### src/rtl/freq_pkg.sv
// Shared types and constants for the frequency meter measurement stage.
package freq_pkg;

    typedef enum logic [1:0] {
        CLEAR = 2'd0,
        GATE  = 2'd1,
        LATCH = 2'd2
    } state_t;

    typedef logic [3:0] bcd_t;

    localparam bcd_t BCD_MAX = 4'd9;

    // Gate select codes: full, /10 and /100 gate length (code 3 aliases /100).
    localparam logic [1:0] RANGE_X1   = 2'd0;
    localparam logic [1:0] RANGE_X10  = 2'd1;
    localparam logic [1:0] RANGE_X100 = 2'd2;

endpackage

### src/rtl/bcd_digit.sv
// One decade of the edge counter: counts 0..9, wraps and reports a carry.
module bcd_digit
    import freq_pkg::*;
(
    input  logic clk,
    input  logic rst_n,
    input  logic clr,
    input  logic inc,
    input  logic hold,
    output bcd_t value,
    output logic carry_out
);

    always_ff @(posedge clk or negedge rst_n) begin
        if (!rst_n) begin
            value <= '0;
        end else if (clr) begin
            value <= '0;
        end else if (inc && !hold) begin
            value <= (value == BCD_MAX) ? '0 : value + 4'd1;
        end
    end

    assign carry_out = (value == BCD_MAX) & inc;

endmodule

### src/rtl/freq_meter_core.sv
// Gate-window edge counter: counts sig_in rising edges in four BCD decades and
// latches the result, overflow flag and range once per window.
module freq_meter_core
    import freq_pkg::*;
#(
    parameter int GATE_CYCLES = 50_000_000
) (
    input  logic       clk,
    input  logic       rst_n,
    input  logic       sig_in,
    input  logic [1:0] range,
    output bcd_t       th,
    output bcd_t       hun,
    output bcd_t       ten,
    output bcd_t       one,
    output logic       ovf,
    output logic       valid,
    output logic [1:0] range_q
);

    localparam int CW = $clog2(GATE_CYCLES);
    localparam logic [CW-1:0] G0_M1 = CW'(GATE_CYCLES - 1);
    localparam logic [CW-1:0] G1_M1 = CW'(GATE_CYCLES / 10 - 1);
    localparam logic [CW-1:0] G2_M1 = CW'(GATE_CYCLES / 100 - 1);

    logic          sync_p0, sync_p1, sync_p2;
    logic          sig_rise;
    state_t        state_q, state_d;
    logic [CW-1:0] gate_cnt;
    logic [CW-1:0] gate_load;
    logic [1:0]    range_w;
    logic          ovf_w;
    logic          clr_dig, count_en, latch_en;
    logic [3:0]    inc, carry;
    logic          sat;
    bcd_t          dig [4];

    // Stage boundary: two-flop synchronizer plus one delay flop for edge detect
    always_ff @(posedge clk or negedge rst_n) begin
        if (!rst_n) begin
            sync_p0 <= 1'b0;
            sync_p1 <= 1'b0;
            sync_p2 <= 1'b0;
        end else begin
            sync_p0 <= sig_in;
            sync_p1 <= sync_p0;
            sync_p2 <= sync_p1;
        end
    end

    assign sig_rise = sync_p1 & ~sync_p2;

    always_ff @(posedge clk or negedge rst_n) begin
        if (!rst_n) state_q <= CLEAR;
        else        state_q <= state_d;
    end

    always_comb begin
        state_d  = state_q;
        clr_dig  = 1'b0;
        count_en = 1'b0;
        latch_en = 1'b0;
        case (state_q)
            CLEAR: begin
                clr_dig = 1'b1;
                state_d = GATE;
            end
            GATE: begin
                count_en = 1'b1;
                if (gate_cnt == '0) state_d = LATCH;
            end
            LATCH: begin
                latch_en = 1'b1;
                state_d  = CLEAR;
            end
            default: state_d = CLEAR;
        endcase
    end

    always_comb begin
        case (range)
            RANGE_X1:  gate_load = G0_M1;
            RANGE_X10: gate_load = G1_M1;
            default:   gate_load = G2_M1;
        endcase
    end

    always_ff @(posedge clk or negedge rst_n) begin
        if (!rst_n) begin
            gate_cnt <= '0;
            range_w  <= '0;
        end else if (state_q == CLEAR) begin
            gate_cnt <= gate_load;
            range_w  <= range;
        end else if (state_q == GATE && gate_cnt != '0) begin
            gate_cnt <= gate_cnt - CW'(1);
        end
    end

    // Carry out of the top decade is exactly "all four digits at 9 and an edge".
    assign inc[0] = count_en & sig_rise;
    assign inc[1] = carry[0];
    assign inc[2] = carry[1];
    assign inc[3] = carry[2];
    assign sat    = carry[3];

    for (genvar i = 0; i < 4; i++) begin : g_digit
        bcd_digit u_digit (
            .clk      (clk),
            .rst_n    (rst_n),
            .clr      (clr_dig),
            .inc      (inc[i]),
            .hold     (sat),
            .value    (dig[i]),
            .carry_out(carry[i])
        );
    end

    always_ff @(posedge clk or negedge rst_n) begin
        if (!rst_n)       ovf_w <= 1'b0;
        else if (clr_dig) ovf_w <= 1'b0;
        else if (sat)     ovf_w <= 1'b1;
    end

    // Stage boundary: display registers, held stable between valid pulses
    always_ff @(posedge clk or negedge rst_n) begin
        if (!rst_n) begin
            th      <= '0;
            hun     <= '0;
            ten     <= '0;
            one     <= '0;
            ovf     <= 1'b0;
            range_q <= '0;
            valid   <= 1'b0;
        end else begin
            valid <= latch_en;
            if (latch_en) begin
                th      <= dig[3];
                hun     <= dig[2];
                ten     <= dig[1];
                one     <= dig[0];
                ovf     <= ovf_w;
                range_q <= range_w;
            end
        end
    end

endmodule

### config.mk
export PLATFORM = sky130hd
export DESIGN_NAME = freq_meter_core
export DESIGN_NICKNAME = d
export VERILOG_FILES = /design/src/rtl/freq_pkg.sv /design/src/rtl/bcd_digit.sv /design/src/rtl/freq_meter_core.sv
export SDC_FILE = /design/constraint.sdc
export NUM_CORES = 1
export LEC_CHECK = 0
export BUFFER_PORTS_ARGS = -buffer_cell sky130_fd_sc_hd__buf_2
export CORE_MARGIN = 2
export CORE_UTILIZATION = 40
export CTS_BUF_LIST = sky130_fd_sc_hd__clkbuf_4
export CTS_CLUSTER_DIAMETER = 60
export DETAILED_ROUTE_END_ITERATION = 6
export SYNTH_ARGS = -nofsm -noshare
export SYNTH_HDL_FRONTEND = slang
export SYNTH_SLANG_ARGS = --single-unit
### constraint.sdc
create_clock -name clk -period 2.5 [get_ports clk]
set_input_delay 0.375 -clock clk [delete_from_list [all_inputs] [get_ports clk]]
set_output_delay 0.375 -clock clk [all_outputs]
set_load 0.01 [all_outputs]
==> results.md <==
* Outcome: completed
* Cell depth of the worst flop-to-flop path at 7
* Crit path launch type: flop
* WHS Path Cells at 1
* Gpl congestion at 0.888
* Post-Syn Nets at 374
* CTS buffer count at 9
* CP endpoint kind: flop
* Gr ovfl total at 0
* Maximum VDD drop at approximately 0.00028 V
* Seq/Total Area, Yosys at 0.483
* FP Rows at 34
* Final instance area at about 4100 µm²
* First-pass GRT wire length at around 14 mm
* CTS Sinks at 70
* Port bufs at 24
* Syn. warnings at 0
* Area leader, netlist: dfrtp_1
* Proportion of layout cells with a drive suffix above 1 at 0.218
* Final Hold Fails at 0
* Worst Tran Pin Value at 0.926 ns
* Top cells by area, synth: dfrtp_1 (48%), mux2_2 (4.7%), a21oi_1 (4.4%)
* Die H at 99.2 µm
* H-tree levels at 3
* Count of unique library cells instantiated by Yosys at 63
* Area delta synth->final at 12.0%
* Top FF cell, synth: dfrtp_1
* #FFs+latches synth at 70
* Worst slew margin at 0.380
* Largest net degree at the start of global routing at 50
* Antenna violation net count after detailed routing at 0
* Initial DRT Pass Iterations at 4
* Worst path required time at roughly 2.8 ns
* Tot GR Track Use at 0.171
* Clock Latency Late Sink at between 0.4 and 0.5 ns
* R2R Path Start: gate_cnt[0]
* Hold WC Path Type: in -> reg
* CTS tree: yes
* Die Wd at a little under 100 µm
* RSZ-0062 raised after global routing: false
* Max cap viols at 0
* R2r setup slk at 0.22 ns
* Number of diodes at 0
* Hold Worst Slack at roughly 0.060 ns
* CP arrival at 2.61 ns
* CTS Buffer Depth at 2
* Ports at 25
* DR iter-0 viols at 132
* Post-synth top area share at 0.483
* Setup TNS at 0 ns
* Initial antenna violation count at 0
* Post-Syn Area at ~3600 µm²
* Final Critical Period at around 2.3 ns
* Clock Root Buffer: clkbuf_4
* DRC errors left at 0
* Worst Path Class, Setup: reg -> reg
* Die ar. at 9850 µm²
* Hold EP: sync_p0
* Initial Utilization at 0.414
* Syn avg cell area at 10.1 µm²
* Vias per std cell at 5.75
* CTS clk-pin slew, worst paths at 0.12 ns
* Cell Area, Placed at around 3900 µm²
* Total Wirelength at 7.92 mm
* Final worst-path cycle share at 0.910
* Nets at 409
* Clock skew at ~0.018 ns
* DPL Wire Length at 5.48 mm
* Synth Instances at 360
* Number of global-route vias before repair at 2830
* LEAKAGE at around 0.0019 µW
* Max Clock Freq at between 400 and 500 MHz
* Hold wc startpoint: sig_in
* Pwr dens at 599 nW/µm²
* Core area at 8760 µm²
* Postcts setup bufs at 0
* Final setup viols at 0
* Vias post-DR at 2922
* Ys async rst share at 1.00
* Drt wl/cell at 15.6 µm
* Slew Limit Fails at 0
* Post-synth EDFFs at 0
* CP max FO at 11
* Worst r2r dst: gate_cnt[2]
report_power, final:
part	internal [µW]	leakage, µW	switching, µW	total [µW]
Clock	409	0.0000903	436	845
Combinational	121	0.000883	157	278
Sequential	1200	0.000889	104	1310
Total	1730	0.00186	697	2430
cell usage after synthesis (all sizes together), types with 9 or more instances:
library cell,count
a21oi,32
a31oi,11
clkbuf,12
dfrtp,70
ha,9
inv,13
mux2,15
nand2,33
nor2,35
nor3,13
nor4,11
o21ai,18
stage by stage:
stage | setup WS [ns] | std cells | total power [µW] | util
6_report | 0.224 | 508 | 2430 | 0.463
5_1_grt | 0.0337 | 508 | 2550 | 0.463
4_1_cts | 0.287 | 508 | 2450 | 0.463
3_5_place_dp | 0.316 | 491 | 1600 | 0.444
3_3_place_gp | 0.357 | 491 | 1590 | 0.444
2_1_floorplan | 0.513 | 360 | 1490 | -
area by class of cell:
class                      instances  area [µm²]
clock buffer                       9        67.6
clock inverter                     7        96.3
fill                             855        4700
inverter                          13        48.8
multi-input combinational        261        1710
sequential                        70        1750
tap                              108         135
timing repair buffer              40         255
per-layer routing:
layer  routed length, µm  GRT usage  share of wire  up-vias
met1                3770      0.235           0.48     1438
li1                    -          -              -     1402
met4                  17     0.0495         0.0021        0
met5                   0          0              0        -
met3                 435     0.0387          0.055        2
met2                3690      0.274           0.47       80
critical path, cell delays in order, from the launching register on:
cell and delay (ns):
dfrtp_1 0.42, inv_1 0.06, ha_1 0.23, nor3b_1 0.16, and4_1 0.21, a31oi_1 0.72
a211oi_1 0.18, a31oi_1 0.21
sequential cells by signal (all words and copies together), names as in the netlist, 2 cells and up:
name and cells:
range_w 2, gate_cnt 26, ten 4, range_q 2, hun 4, state_q 2
one 4, g_digit.u_digit.value 16, th 4
how the worst max path moves through the flow:
| stage | start | to | slack, ns | cells after the start |
|---|---|---|---|---|
| after floorplan | gate_cnt[0] | gate_cnt[22] | 0.51 | 9 |
| after global placement | gate_cnt[0] | gate_cnt[24] | 0.36 | 7 |
| after detailed placement | gate_cnt[0] | gate_cnt[2] | 0.32 | 7 |
| after CTS | gate_cnt[0] | gate_cnt[2] | 0.29 | 7 |
| after global routing | gate_cnt[0] | gate_cnt[2] | 0.03 | 7 |
| final | gate_cnt[0] | gate_cnt[2] | 0.22 | 7 |
cell usage in the layout (no fill, tap or decap), drive strengths merged, types with 9 or more instances in the layout:
cell type / count
a21oi: 32
a31oi: 11
buf: 39
clkbuf: 9
dfrtp: 70
ha: 9
inv: 14
mux2: 15
nand2: 33
nor2: 35
nor3: 13
nor4: 11
o21ai: 18
cells by family (layout without fill, tap and decap cells):
group           Yosys count  after routing  share of synthesized area
buf+inv                  29             69                     0.0473
compound gates           95             95                      0.174
simple gates            137            137                      0.206
fa+ha+maj                 9              9                     0.0310
xor+xnor                  4              4                    0.00966
mux                      16             16                     0.0493
flops                    70             70                      0.483
timing repair:
action / 4_1_cts / 5_1_grt
endpoints found under the hold margin: 21 / 0
gates resized for setup: 0 / 0
endpoints found under the setup margin: 0 / 0
hold buffers: 1 / 0
(Power assumes the default switching activity.)
